===== src/rtl/host_rx_frame_assembler.sv =====
// Host RX frame assembler: collects a length-prefixed byte frame into a 1024-bit packet word and hands it downstream.
// Optional inter-byte timeout in COLLECT is enabled with the HOST_RX_TIMEOUT_EN macro.
module host_rx_frame_assembler #(
    parameter int MAX_BYTES      = 128,
    parameter int TIMEOUT_CYCLES = 1000
) (
    input  logic          clk,
    input  logic          reset,
    input  logic [7:0]    rx_byte,
    input  logic          rx_valid,
    output logic          rx_ready,
    output logic [1023:0] input_data,
    output logic          send_packet,
    input  logic          dp_done,
    input  logic          dp_error,
    output logic          result_valid,
    output logic          result_error,
    output logic          frame_error,
    output logic [1:0]    err_code
);

    typedef enum logic [1:0] {
        S_IDLE,
        S_COLLECT,
        S_ISSUE,
        S_WAIT_DONE
    } state_t;

    localparam logic [7:0] MAX_LEN = 8'(MAX_BYTES);

    state_t          state_q, state_d;
    logic [7:0]      len_q, len_d;
    logic [7:0]      count_q, count_d;
    logic [1023:0]   data_q, data_d;
    logic            result_valid_q, result_valid_d;
    logic            result_error_q, result_error_d;
    logic            frame_error_q, frame_error_d;
    logic [1:0]      err_code_q, err_code_d;
    logic            accept;
    logic            timeout;

    // Ready is forced low while reset is held so no byte is consumed by a frame about to be dropped.
    assign rx_ready = !reset && (state_q == S_IDLE || state_q == S_COLLECT);
    assign accept   = rx_valid && rx_ready;

`ifdef HOST_RX_TIMEOUT_EN
    localparam int TW = $clog2(TIMEOUT_CYCLES + 1);

    logic [TW-1:0] idle_q, idle_d;

    always_comb begin
        idle_d  = '0;
        timeout = 1'b0;
        if (state_q == S_COLLECT && !accept) begin
            if (idle_q == TW'(TIMEOUT_CYCLES - 1)) begin
                timeout = 1'b1;
            end else begin
                idle_d = idle_q + 1'b1;
            end
        end
    end

    always_ff @(posedge clk) begin
        if (reset) begin
            idle_q <= '0;
        end else begin
            idle_q <= idle_d;
        end
    end
`else
    logic unused_timeout_cfg;

    assign timeout            = 1'b0;
    assign unused_timeout_cfg = (TIMEOUT_CYCLES != 0);
`endif

    always_comb begin
        state_d        = state_q;
        len_d          = len_q;
        count_d        = count_q;
        data_d         = data_q;
        result_valid_d = 1'b0;
        result_error_d = result_error_q;
        frame_error_d  = 1'b0;
        err_code_d     = err_code_q;

        case (state_q)
            S_IDLE: begin
                if (accept) begin
                    if (rx_byte == 8'd0 || rx_byte > MAX_LEN) begin
                        frame_error_d = 1'b1;
                        err_code_d    = 2'b01;
                    end else begin
                        data_d  = '0;
                        len_d   = rx_byte;
                        count_d = 8'd0;
                        state_d = S_COLLECT;
                    end
                end
            end
            S_COLLECT: begin
                // A byte arriving in the same cycle as the timeout wins.
                if (accept) begin
                    data_d[{count_q[6:0], 3'b000} +: 8] = rx_byte;
                    count_d = count_q + 8'd1;
                    if (count_q + 8'd1 == len_q) begin
                        state_d = S_ISSUE;
                    end
                end else if (timeout) begin
                    frame_error_d = 1'b1;
                    err_code_d    = 2'b10;
                    data_d        = '0;
                    state_d       = S_IDLE;
                end
            end
            S_ISSUE: begin
                state_d = S_WAIT_DONE;
            end
            S_WAIT_DONE: begin
                if (dp_done) begin
                    result_valid_d = 1'b1;
                    result_error_d = dp_error;
                    state_d        = S_IDLE;
                end
            end
            default: begin
                state_d = S_IDLE;
            end
        endcase
    end

    always_ff @(posedge clk) begin
        if (reset) begin
            state_q        <= S_IDLE;
            len_q          <= 8'd0;
            count_q        <= 8'd0;
            data_q         <= '0;
            result_valid_q <= 1'b0;
            result_error_q <= 1'b0;
            frame_error_q  <= 1'b0;
            err_code_q     <= 2'b00;
        end else begin
            state_q        <= state_d;
            len_q          <= len_d;
            count_q        <= count_d;
            data_q         <= data_d;
            result_valid_q <= result_valid_d;
            result_error_q <= result_error_d;
            frame_error_q  <= frame_error_d;
            err_code_q     <= err_code_d;
        end
    end

    assign input_data   = data_q;
    assign send_packet  = (state_q == S_ISSUE);
    assign result_valid = result_valid_q;
    assign result_error = result_error_q;
    assign frame_error  = frame_error_q;
    assign err_code     = err_code_q;

endmodule


===== config.mk =====
export PLATFORM = sky130hd
export DESIGN_NAME = host_rx_frame_assembler
export DESIGN_NICKNAME = d
export VERILOG_FILES = /design/src/rtl/host_rx_frame_assembler.sv
export SDC_FILE = /design/constraint.sdc
export NUM_CORES = 2
export LEC_CHECK = 0
export ABC_AREA = 1
export CAP_MARGIN = 10
export CORE_AREA = 2 2 407 409
export DETAILED_ROUTE_END_ITERATION = 8
export DIE_AREA = 0 0 409 411
export PLACE_DENSITY_LB_ADDON = 0.2
export SYNTH_ARGS = -nofsm -noshare
export SYNTH_HDL_FRONTEND = slang
export SYNTH_SLANG_ARGS = --single-unit
export TNS_END_PERCENT = 30

===== constraint.sdc =====
create_clock -name clk -period 2.3 [get_ports clk]
set_clock_uncertainty 0.05 [all_clocks]
set_input_delay 0.69 -clock clk [delete_from_list [all_inputs] [get_ports clk]]
set_output_delay 0.69 -clock clk [all_outputs]
set_load 0.02 [all_outputs]

==> run_results.csv <==
group,metric,value,unit
floorplanning,ioPinCount,1044,
yosys,yosys_warnings,0,
clock_network,cts.hold.buffers_added,0,
floorplanning,fp.dieArea,0.168,mm2
clock_network,worst_skew_pair.late_latency,770,ps
final_layout,final_nets,7495,
timing,post-route-worst-setup-slack,-257,ps
timing,clock.fmax,391,MHz
floorplanning,chipHeight,411,um
timing,timing_worst_slew_pin_value,1060,ps
timing,timing.final.max_slew_violations,0,
outcome,violations,"negative setup slack",
clock_network,cts_root_buffer,"clkbuf_16",
min_path,hp-class,"reg2reg",
clock_network,tritoncts_num_sinks,1046,
clock_network,clk_transition_reported_paths,60,ps
power_and_ir_drop,power.density,865,mW/mm2
global_route,gr-usage-met1,34.3,%
power_and_ir_drop,p_total,61.4,mW
yosys,ys_async_sr_fraction,0,%
worst_setup_path,timing_worst_setup_path_type,"reg2out",
worst_setup_path,worstSetupStartpointType,"flop",
clock_network,cts_tree,"built",
timing,finalHoldViolCount,0,
worst_setup_path,cp_cell_sequence,"buf_6 > ha_4 > nor2_4 > nor2_4 > buf_6 > buf_6",
timing,setup-violations-final,1153,
detailed_routing,wl_per_cell,25.1,um
worst_setup_path,critPathMaxStageDelay,360,ps
yosys,synth_edf_count,0,
placed_design,gpl.final_weighted_congestion,0.929,
global_route,grt_antenna_before_repair,0,
timing,max-slew-margin-rel,29.3,%
placed_design,dp.final_hpwl,181,mm
floorplanning,initial_utilization,26.3,%
worst_setup_path,cpMaxStageDelayCell,"dfxtp_4",
final_layout,fin_util,43.3,%
timing,setup_repair_after_global_routing_missed_its_margin,"yes",
worst_setup_path,path_common_cell,"buf_6",
global_route,met3_use_gr,6.27,%
yosys,ys_dominant_reg_cell,"dfxtp_1",
detailed_routing,dr.pass1.iters,7,
worst_setup_path,cp_data_arrival_time,1820,ps
yosys,syn-num-nets,5924,
global_route,use_met2,45.0,%
detailed_routing,routed-via-count,48869,
floorplanning,core.rowCount,149,
final_layout,fraction_of_layout_instances_using_a_drive_strength_above_1,26.8,%
global_route,grt_most_used_layer,"met2",
global_route,first_pass_grt_wire_length,336,mm
yosys,netlist-cell-type-count,36,
clock_network,htreeDepth,3,
final_layout,flow.area_growth_from_synthesis,64.9,%
yosys,synth_area_per_cell,7.29,um2
detailed_routing,totalWireLength,245,mm
floorplanning,die_x,409,um
global_route,pin_count_of_the_biggest_net_entering_global_routing,193,
worst_setup_path,timing.critical_path.fanout_max,4,
detailed_routing,final_antenna_net_count,0,
yosys,synth.cell_area,0.0430,mm2
outcome,outcome,"finished with violations",
yosys,post_synth_inst_count,5902,
global_route,globalRouteOverflowTotal,0,
clock_network,numCtsBuffers,118,
final_layout,n_antenna_cell,0,
timing,period_share,111,%
detailed_routing,detail_route.iter0.violations,4549,
floorplanning,coreArea,0.164,mm2
global_route,grt_pass1_vias,45902,
yosys,synth.yosys.seq_area_share,48.7,%
detailed_routing,route.detailed.vias_per_inst,5.01,
yosys,ys_ff_latch,1046,
worst_setup_path,end_kind,"primary output",
power_and_ir_drop,peakVddDrop,684,uV
power_and_ir_drop,static-leakage-power,27.7,nW
worst_setup_path,req_time_crit_path,1560,ps
global_route,grt_util_all_layers,27.3,%
clock_network,max-clock-path-buffers,3,
job,maximum_capacitance_violations,0,
timing,finalCriticalPeriod,2560,ps
placed_design,port_buffers,1042,
detailed_routing,drcViolationCount,0,
[cells in the mapped netlist (all sizes together), types with 3 or more instances]
library cell | instances | area [um2]
nand4 | 63 | 439
o21bai | 4 | 45.0
dfxtp | 1046 | 20900
nor3 | 117 | 915
a211oi | 7 | 52.6
ha | 9 | 113
nand3b | 8 | 60.1
nand3 | 719 | 3640
inv | 106 | 405
a21oi | 1036 | 5180
buf | 174 | 953
nor2 | 522 | 2300
nand2 | 1871 | 7100
clkinv | 3 | 11.3
o21ai | 27 | 139
clkbuf | 185 | 694
[area by class of cell]
cell class / instances / area (um2)
clock buffer: 176 / 3510
clock inverter: 40 / 514
fill: 16481 / 92900
inverter: 109 / 515
multi-input combinational: 4389 / 23400
sequential: 1046 / 21000
tap: 2189 / 2740
timing repair buffer: 1807 / 19300
timing repair inverter: 2 / 25.0
[flip-flops by register name, indices dropped and copies added (netlist names)]
register / count
result_valid: 1
len_q: 8
input_data: 1024
state_q: 2
result_error: 1
err_code: 1
count_q: 8
frame_error: 1
[cell families after synthesis]
group	Yosys count	share of synthesized area, %
simple gates	3301	33.6
fa+ha+maj	9	0.262
flops	1046	48.7
other cells	1	0.00871
compound gates	1075	12.6
xor+xnor	2	0.0407
buf+inv	468	4.80
[stage by stage]
step / area, um2 / TNS, ps / instances / worst slack, ps / hold slack [ps]
floorplan: 43100 / -1270 / 5902 / -62.6 / 399
global placement: 60400 / -782530 / 9373 / -985 / 397
detailed placement: 60400 / -764670 / 9373 / -953 / 401
CTS: 67100 / -148920 / 9680 / -322 / 409
global route: 70900 / -210500 / 9758 / -318 / 422
finish: 70900 / -98140 / 9758 / -257 / 407
[where the power goes]
| group | leakage [nW] | switching, mW | internal (mW) |
|---|---|---|---|
| Combinational | 17.3 | 14.6 | 8.82 |
| Sequential | 8.43 | 0.0706 | 18.2 |
| Clock | 1.99 | 8.39 | 11.3 |
| Total | 27.7 | 23.0 | 38.4 |
[routing by layer]
layer  wire, um  share of wire (%)
met4      10600                4.3
met1     101000                 41
met3      18600                7.6
met5          0                  0
met2     114000                 47
[cell usage in the layout (no fill, tap or decap), types with 128 or more instances in the layout]
cell type / count
nand3_1: 596
dfxtp_1: 1028
clkdlybuf4s15_1: 165
clkdlybuf4s50_1: 324
nand2_2: 130
dlygate4sd2_1: 186
clkdlybuf4s15_2: 210
a21oi_2: 129
clkbuf_16: 128
a21oi_1: 907
dlymetal6s2s_1: 131
nor2_1: 287
buf_4: 510
nand2_1: 1673
buf_12: 128
[what timing repair did]
item,in CTS,in global routing
setup endpoints to repair,2049,1488
pin swaps,95,249
buffers inserted,74,74
gates cloned,22,10
gates resized for setup,1579,802
[worst max-delay path: cells and delay by family (launching register included)]
family | cells | cell delay [ps]
DFF | 1 | 360
adders and majority gates | 1 | 150
buffers and inverters | 3 | 340
and+or+nand+nor | 2 | 200
[worst paths after layout]
| kind | startpoint | end | slack, ps | depth (start not counted) |
|---|---|---|---|---|
| worst min register to register | input_data[658] | input_data[658] | 410 | 2 |
| worst max register to register | count_q[1] | input_data[309] | -180 | 15 |
| worst max-delay path | state_q[0] | rx_ready | -260 | 6 |
| worst min-delay path | input_data[658] | input_data[658] | 410 | 2 |
(Power assumes the default switching activity.)
